$ cat src/rtl/i2s_frame_scheduler.sv
// Frame FIFO between an upstream sample source and an I2S encoder, popping one
// stereo frame per word-clock boundary. Optional define I2S_SCHED_HOLD_EN holds the last frame while STARVED.
module i2s_frame_scheduler #(
    parameter int DEPTH = 4,
    parameter int PRIME = 2
) (
    input  logic                       i_mclk,
    input  logic                       i_rst,
    input  logic                       i_enable,
    input  logic                       i_lrclk,
    input  logic                       i_valid,
    input  logic [15:0]                i_data_l,
    input  logic [15:0]                i_data_r,
    output logic                       o_ready,
    output logic [15:0]                o_data_l,
    output logic [15:0]                o_data_r,
    output logic                       o_frame,
    output logic [1:0]                 o_state,
    output logic [$clog2(DEPTH):0]     o_level,
    output logic [7:0]                 o_underrun_cnt
);

    localparam int PW = $clog2(DEPTH);
    localparam int LW = $clog2(DEPTH) + 1;

    typedef enum logic [1:0] {
        S_MUTE    = 2'd0,
        S_RUN     = 2'd1,
        S_STARVED = 2'd2
    } state_t;

    state_t         state_q, state_d;
    logic           lrclk_prev_q;
    logic [LW-1:0]  level_q, level_d;
    logic [PW-1:0]  wr_ptr_q, wr_ptr_d;
    logic [PW-1:0]  rd_ptr_q, rd_ptr_d;
    logic [31:0]    mem_q [DEPTH];
    logic [31:0]    mem_d [DEPTH];
    logic [15:0]    data_l_q, data_l_d;
    logic [15:0]    data_r_q, data_r_d;
    logic [7:0]     underrun_q, underrun_d;

    logic boundary;
    logic ready;
    logic push;
    logic pop;

    assign boundary = lrclk_prev_q & ~i_lrclk;
    assign ready    = i_enable & (level_q < LW'(DEPTH));
    assign push     = i_valid & ready;

    // Scheduler FSM: decisions are taken only in boundary cycles; disable overrides all.
    always_comb begin
        state_d    = state_q;
        pop        = 1'b0;
        data_l_d   = data_l_q;
        data_r_d   = data_r_q;
        underrun_d = underrun_q;
        if (!i_enable) begin
            state_d = S_MUTE;
            if (boundary) begin
                data_l_d = '0;
                data_r_d = '0;
            end
        end else if (boundary) begin
            case (state_q)
                S_MUTE: begin
                    if (level_q >= LW'(PRIME)) begin
                        state_d = S_RUN;
                        pop     = 1'b1;
                    end else begin
                        data_l_d = '0;
                        data_r_d = '0;
                    end
                end
                S_RUN: begin
                    if (level_q != '0) begin
                        pop = 1'b1;
                    end else begin
                        state_d = S_STARVED;
                        if (underrun_q != 8'hFF) underrun_d = underrun_q + 8'd1;
`ifndef I2S_SCHED_HOLD_EN
                        data_l_d = '0;
                        data_r_d = '0;
`endif
                    end
                end
                S_STARVED: begin
                    if (level_q >= LW'(PRIME)) begin
                        state_d = S_RUN;
                        pop     = 1'b1;
                    end else begin
`ifdef I2S_SCHED_HOLD_EN
                        data_l_d = data_l_q;
                        data_r_d = data_r_q;
`else
                        data_l_d = '0;
                        data_r_d = '0;
`endif
                    end
                end
                default: begin
                    state_d  = S_MUTE;
                    data_l_d = '0;
                    data_r_d = '0;
                end
            endcase
        end
        if (pop) begin
            data_l_d = mem_q[rd_ptr_q][31:16];
            data_r_d = mem_q[rd_ptr_q][15:0];
        end
    end

    // FIFO bookkeeping; pointer width equals log2(DEPTH) so wrap is implicit.
    always_comb begin
        mem_d = mem_q;
        if (push) mem_d[wr_ptr_q] = {i_data_l, i_data_r};
        if (!i_enable) begin
            level_d  = '0;
            wr_ptr_d = '0;
            rd_ptr_d = '0;
        end else begin
            level_d  = level_q + LW'(push) - LW'(pop);
            wr_ptr_d = wr_ptr_q + PW'(push);
            rd_ptr_d = rd_ptr_q + PW'(pop);
        end
    end

    always_ff @(posedge i_mclk) begin
        if (i_rst) begin
            state_q      <= S_MUTE;
            lrclk_prev_q <= 1'b0;
            level_q      <= '0;
            wr_ptr_q     <= '0;
            rd_ptr_q     <= '0;
            data_l_q     <= '0;
            data_r_q     <= '0;
            underrun_q   <= '0;
            for (int unsigned i = 0; i < DEPTH; i++) mem_q[i] <= '0;
        end else begin
            state_q      <= state_d;
            lrclk_prev_q <= i_lrclk;
            level_q      <= level_d;
            wr_ptr_q     <= wr_ptr_d;
            rd_ptr_q     <= rd_ptr_d;
            data_l_q     <= data_l_d;
            data_r_q     <= data_r_d;
            underrun_q   <= underrun_d;
            mem_q        <= mem_d;
        end
    end

    assign o_ready        = ready;
    assign o_data_l       = data_l_q;
    assign o_data_r       = data_r_q;
    assign o_frame        = boundary;
    assign o_state        = state_q;
    assign o_level        = level_q;
    assign o_underrun_cnt = underrun_q;

endmodule

$ cat config.mk
export PLATFORM = sky130hd
export DESIGN_NAME = i2s_frame_scheduler
export DESIGN_NICKNAME = d
export VERILOG_FILES = /design/src/rtl/i2s_frame_scheduler.sv
export SDC_FILE = /design/constraint.sdc
export NUM_CORES = 1
export LEC_CHECK = 0
export BUFFER_PORTS_ARGS = -buffer_cell sky130_fd_sc_hd__buf_2
export CAP_MARGIN = 25
export CORE_MARGIN = 1.5
export CORE_UTILIZATION = 50
export DETAILED_ROUTE_END_ITERATION = 8
export GPL_TIMING_DRIVEN = 0
export HOLD_SLACK_MARGIN = 0.06
export PLACE_DENSITY = 0.73
export SLEW_MARGIN = 40
export SYNTH_ARGS = -nofsm -noshare
export SYNTH_HDL_FRONTEND = slang
export SYNTH_SLANG_ARGS = --single-unit
$ cat constraint.sdc
create_clock -name i_mclk -period 3.1 [get_ports i_mclk]
set_clock_uncertainty 0.15 [all_clocks]
set_input_delay 0.31 -clock i_mclk [delete_from_list [all_inputs] [get_ports i_mclk]]
set_output_delay 0.31 -clock i_mclk [all_outputs]
set_load 0.02 [all_outputs]
==> results of run 1 <==
-- report_power, final --
| part | total, mW | switching (mW) | internal, mW | leakage, nW |
|---|---|---|---|---|
| registers | 2.33 | 0.0147 | 2.31 | 1.44 |
| logic | 0.244 | 0.145 | 0.0994 | 1.48 |
| clock network | 2.02 | 0.850 | 1.17 | 0.272 |
-- layout by cell type (no fill, tap or decap), types with 4 or more instances in the layout --
cell           count
ha_1               7
dlygate4sd3_1     33
mux4_2            32
nand2_1          291
or3_1              4
nand3_1            5
buf_2            106
nor2b_1            4
clkbuf_16         17
clkbuf_1          33
inv_1             39
nor2_1             8
a21oi_1          136
clkbuf_8           4
dfxtp_1          178
o21ai_1           35
-- worst register-to-register path, stage by stage, from the launching register on --
cell	delay, ns
dfxtp_1	0.47
inv_1	0.10
ha_1	0.18
nand2b_1	0.11
a21oi_1	0.10
o211a_1	0.24
ha_1	0.29
inv_1	0.05
ha_1	0.13
inv_1	0.05
fa_1	0.37
xnor2_1	0.16
nor2_1	0.05
-- registers in the layout, summed over array words and instances (netlist names), 2 cells and up --
register and flops:
rd_ptr_q 2, wr_ptr_q 2, o_data_r 16, o_data_l 16
o_underrun_cnt 8, o_level 3, o_state 2, mem_q 128
-- worst max path at each step --
stage	cells past startpoint	endpoint
after floorplan	12	o_level[2]$_SDFF_PP0_
after global placement	12	o_level[2]$_SDFF_PP0_
after detailed placement	12	o_level[2]$_SDFF_PP0_
after CTS	12	o_level[2]$_SDFF_PP0_
after global routing	12	o_level[2]$_SDFF_PP0_
final	12	o_level[2]$_SDFF_PP0_
-- Yosys cell counts (all sizes together), types with 2 or more instances --
| library cell | n | share of area |
|---|---|---|
| o31ai | 3 | 0.0031 |
| a21oi | 136 | 0.095 |
| and2 | 3 | 0.0026 |
| ha | 7 | 0.012 |
| nor3b | 2 | 0.0035 |
| xnor2 | 3 | 0.0037 |
| nor3 | 4 | 0.0035 |
| mux4 | 32 | 0.10 |
| dfxtp | 178 | 0.50 |
| nand2b | 2 | 0.0017 |
| nor2 | 8 | 0.0042 |
| buf | 28 | 0.021 |
| nand3b | 3 | 0.0049 |
| clkbuf | 30 | 0.016 |
| nand3 | 5 | 0.0035 |
| nand2 | 291 | 0.15 |
| o21ai | 35 | 0.024 |
| or4 | 3 | 0.0031 |
| inv | 40 | 0.021 |
| o211a | 2 | 0.0028 |
| o211ai | 2 | 0.0028 |
| or3 | 4 | 0.0035 |
| nor2b | 4 | 0.0035 |
-- cell type report --
cell class | count | area [um2] | share of cell area
Buffer | 58 | 265.3 | 0.03053
Inverter | 40 | 150.1 | 0.01728
Multi-Input combinational cell | 558 | 3194 | 0.3676
Tap cell | 180 | 225.2 | 0.02592
Timing Repair Buffer | 116 | 745.7 | 0.08582
Clock buffer | 24 | 491.7 | 0.05659
Sequential cell | 178 | 3563 | 0.4101
Clock inverter | 5 | 53.80 | 0.006192
-- cells by family after synthesis --
logic type,after synthesis,synth area share
adder cells (fa/ha/maj),8,0.01500
buffers and inverters,98,0.05791
multiplexers,33,0.1019
AND/OR/NAND/NOR,333,0.1931
XOR/XNOR,4,0.004885
flip-flops,178,0.4968
AO/OA/AOI/OAI,180,0.1305
-- stage by stage --
stage / total power [mW] / std cells
6_report: 4.597 / 1159
5_1_grt: 4.732 / 1159
4_1_cts: 4.608 / 1159
3_5_place_dp: 2.589 / 1097
3_3_place_gp: 2.585 / 1097
2_1_floorplan: 2.493 / 834
-- routing by layer --
layer	global-route usage	up-vias
li1	-	3027
met1	0.3294	2805
met2	0.3993	186
met3	0.04833	18
met4	0.09157	0
met5	0	-
-- what timing repair did --
action / in CTS / in global routing
hold endpoints to repair: 129 / 0
setup endpoints to repair: 0 / 0
hold buffers: 33 / 0
==> impl_metrics.json, run 1 <==
{
  "hold_slack_ns": 0.1308,
  "initialDrtViolationCount": 484,
  "cts_tree": "done",
  "n_fill_cell": 1196,
  "htree_num_levels": 4,
  "critical_path_class": "flop to flop",
  "rrSetupSlack_ns": 0.54,
  "pre_cts_slack_ns": 0.5654,
  "antenna_found_initial": 0,
  "startpoint": "o_level[2]$_SDFF_PP0_",
  "synth_area_per_cell_um2": 8.601,
  "cpMaxStageDelayCell": "dfxtp_1",
  "fmax_mhz": 390.3,
  "cp-end-kind": "flop",
  "io_buffers": 83,
  "grt_pass1_vias": 5652,
  "min_period_ns": 2.562,
  "viasPerCell": 5.208,
  "stdcell_area_um2": 8690,
  "totalWireLength_mm": 17.75,
  "antenna_left": 0,
  "crit_family": "adder cells",
  "crit_buf_inv": 3,
  "syn-num-nets": 879,
  "crit_required_ns": 3.27,
  "syn_to_final_growth_pct": 21.14,
  "slew_headroom": 0.5298,
  "start_util": 0.5148,
  "path_cells": "inv_1 > ha_1 > nand2b_1 > a21oi_1 > o211a_1 > ha_1 > inv_1 > ha_1 > inv_1 > fa_1 > xnor2_1 > nor2_1",
  "met3_length_mm": 1.051,
  "clk_latency_ns": 0.43,
  "cts.sinks": 178,
  "placed_cell_area_um2": 7814,
  "synthCells": 834,
  "grt.overflow.total": 0,
  "wl_met2_mm": 8.357,
  "r2r_end": "o_level[2]$_SDFF_PP0_",
  "worstPathArrival_ns": 2.73,
  "grt_max_degree": 17,
  "fin_ws_ns": 0.5376,
  "place.gp.congestion": 0.8161,
  "min_from": "i_rst",
  "dieArea_um2": 15070,
  "peakVddDrop_v": 0.0003483,
  "outcome": "completed",
  "synthFlopType": "dfxtp_1",
  "pwr_density_cell_nw_per_um2": 529.0,
  "gr-usage-all-layers": 0.2473,
  "num_io_pins": 84,
  "wl_met1_mm": 8.096,
  "cts-resized-gates": 0,
  "syn-cell-area_um2": 7173,
  "core_um2": 13930,
  "setup_viol": 0,
  "rsz0062_at_grt": "false",
  "cts_made_buffers": 17,
  "clk_pin_slew_ns": 0.06,
  "fin_tns_setup_ns": 0,
  "finalCritPeriodShare": 0.8266,
  "final_max_slew_viol_count": 0,
  "async_reset_ff_frac": 0,
  "yosysUniqueCellTypes": 39,
  "vias": 6036,
  "grt_pass1_wl_mm": 28.48,
  "hold_depth": 3,
  "critPathMaxStageDelay_ns": 0.47,
  "clk_path_buf_depth": 2,
  "rows": 43,
  "worst_slew_pin_slew_ns": 0.7021,
  "die-height_um": 122.8,
  "cp_max_fo": 6,
  "power.static_leakage_nw": 3.186,
  "hpwl_mm": 11.93,
  "hold_end": "wr_ptr_q[0]$_SDFF_PP0_",
  "r2r_cells": 12,
  "seq_area_frac_synth": 0.4968,
  "yosysWarnings": 0,
  "max_cap_violations": 0,
  "n_antenna_cell": 0,
  "synth_seq_cells": 178,
  "startpoint_type": "flop",
  "hp-class": "input port to flop",
  "drc_errors": 0,
  "die_w_um": 122.8,
  "detail_route.wl_per_cell_um": 15.32,
  "synth_edf_count": 0,
  "regToRegStartpoint": "o_level[2]$_SDFF_PP0_",
  "final_core_util": 0.6236,
  "nets": 1014,
  "top_layer": "met4",
  "layout-drive-gt1-share": 0.1798,
  "cts_setup_buffers": 0,
  "dr.pass1.iters": 5,
  "hold_violations": 0,
  "cts_root_buf": "clkbuf_16"
}
Power figures use the tool's default switching activity.
==> inputs of run 2 (changes only) <==
- clock period: 3.1 -> 2.5 ns (I/O delays scaled with it)
==> run 2 against run 1 <==
Compared with the run above: wire length barely moved; global-route usage up 0.18 points; count of clock-buffer cells in the layout shrank 2; combinational power up 24%; sequential power grew 24%; clock power up 21%; non-clock buffer count rose by 2; die area stayed put.
==> impl_metrics.json, run 2 (same netlist as run 1, synthesis figures left out) <==
{
  "cp-end-kind": "flop",
  "max_cap_violations": 0,
  "hold_depth": 3,
  "dr.pass1.iters": 5,
  "clk_latency_ns": 0.43,
  "cts.sinks": 178,
  "dieArea_um2": 15070,
  "place.gp.congestion": 0.7707,
  "finalCritPeriodShare": 0.9611,
  "nets": 1016,
  "drc_errors": 0,
  "r2r_end": "o_level[1]$_SDFF_PP0_",
  "slew_headroom": 0.4847,
  "fin_tns_setup_ns": 0,
  "hpwl_mm": 11.95,
  "wl_met2_mm": 8.563,
  "clk_pin_slew_ns": 0.06,
  "top_layer": "met4",
  "p_total_mw": 5.639,
  "min_period_ns": 2.403,
  "gr-usage-all-layers": 0.2491,
  "outcome": "completed",
  "stdcell_count": 1160,
  "wl_met1_mm": 7.654,
  "die_w_um": 122.8,
  "setup_viol": 0,
  "hold_violations": 0,
  "n_antenna_cell": 0,
  "grt.overflow.total": 0,
  "min_from": "i_rst",
  "antenna_found_initial": 0,
  "hp-class": "input port to flop",
  "crit_required_ns": 2.66,
  "pwr_density_cell_nw_per_um2": 648.0,
  "vias": 6065,
  "viasPerCell": 5.228,
  "critical_path_class": "flop to flop",
  "power.static_leakage_nw": 3.181,
  "cts_root_buf": "clkbuf_16",
  "io_buffers": 83,
  "initialDrtViolationCount": 547,
  "cp_max_fo": 4,
  "syn_to_final_growth_pct": 21.32,
  "detail_route.wl_per_cell_um": 15.29,
  "hold_end": "wr_ptr_q[0]$_SDFF_PP0_",
  "layout-drive-gt1-share": 0.1857,
  "startpoint_type": "flop",
  "dp.cells": 1097,
  "r2r_cells": 11,
  "worstPathArrival_ns": 2.57,
  "clk_path_buf_depth": 2,
  "rrSetupSlack_ns": 0.1,
  "layout_commonest_cell": "nand2_1",
  "grt_pass1_wl_mm": 28.71,
  "grt_max_degree": 17,
  "num_io_pins": 84,
  "cts_made_buffers": 17,
  "antenna_left": 0,
  "fmax_mhz": 416.2,
  "largest_reg_flops": 128,
  "placed_cell_area_um2": 7815,
  "rows": 43,
  "final_cell_mix": "nand2_1, dfxtp_1, a21oi_1, buf_2, inv_1",
  "core_um2": 13930,
  "totalWireLength_mm": 17.74,
  "pre_cts_slack_ns": -0.0004141,
  "start_util": 0.5148,
  "htree_num_levels": 4,
  "met3_length_mm": 1.229,
  "peakVddDrop_v": 0.0004936,
  "largest_register": "mem_q",
  "final_max_slew_viol_count": 0,
  "cts_tree": "done",
  "fin_ws_ns": 0.09734,
  "stdcell_area_um2": 8702,
  "worst_slew_pin_slew_ns": 0.7696,
  "die-height_um": 122.8,
  "grt_pass1_vias": 5744,
  "regToRegStartpoint": "o_level[2]$_SDFF_PP0_"
}
run 2: cell count changes in the layout (fill, tap and decap cells not counted), sizes merged:
cell | before | now
buf | 111 | 113
clkbuf | 54 | 52
clkinvlp | 0 | 2
clkinv | 4 | 3
run 2: layer usage:
metal,up-vias,global-route usage
li1,3036,-
met1,2804,0.3305
met2,202,0.4097
met3,23,0.04229
met4,0,0.09012
met5,-,0
run 2: metrics by stage:
step	utilization	hold slack (ns)
3_3_place_gp	0.5608	0.2794
5_1_grt	0.6245	0.09928
2_1_floorplan	-	0.2282
6_report	0.6245	0.08157
4_1_cts	0.6223	0.07756
3_5_place_dp	0.5608	0.2839
run 2: worst max-delay path, stage by stage, from the launching register on:
cell	delay (ns)
dfxtp_4	0.38
inv_1	0.06
ha_1	0.17
nand2b_1	0.13
a21oi_2	0.08
o211a_1	0.24
ha_1	0.29
inv_1	0.06
ha_1	0.13
inv_1	0.05
fa_2	0.51
nor2_1	0.04
run 2: worst max path at each step:
stage,endpoint,from,slack (ns)
5_1_grt,o_level[1]$_SDFF_PP0_,o_level[2]$_SDFF_PP0_,-0.005
4_1_cts,o_level[2]$_SDFF_PP0_,o_level[0]$_SDFF_PP0_,0.01
3_3_place_gp,o_level[2]$_SDFF_PP0_,o_level[1]$_SDFF_PP0_,0.02
2_1_floorplan,o_level[2]$_SDFF_PP0_,o_level[1]$_SDFF_PP0_,0.05
6_report,o_level[1]$_SDFF_PP0_,o_level[2]$_SDFF_PP0_,0.1
3_5_place_dp,o_level[2]$_SDFF_PP0_,o_level[1]$_SDFF_PP0_,-0.0004
run 2: timing repair:
action	4_1_cts	5_1_grt
hold endpoints to repair	130	0
pin swaps	0	2
setup buffers	0	2
hold buffers	33	0
gates resized for setup	1	5
setup endpoints to repair	1	2
run 2: report_power, final:
| part | internal (mW) | switching (mW) | leakage (nW) | total [mW] |
|---|---|---|---|---|
| registers | 2.87 | 0.0183 | 1.44 | 2.88 |
| clock network | 1.39 | 1.06 | 0.254 | 2.45 |
| logic | 0.124 | 0.179 | 1.49 | 0.303 |
run 2: final cells by class:
type / instances / area [um2]
buffer: 58 / 265.3
clock buffer: 22 / 464.2
clock inverter: 6 / 60.06
fill: 1230 / 5233
inverter: 40 / 150.1
multi-input combinational: 558 / 3206
sequential: 178 / 3571
tap: 180 / 225.2
timing repair buffer: 118 / 760.7
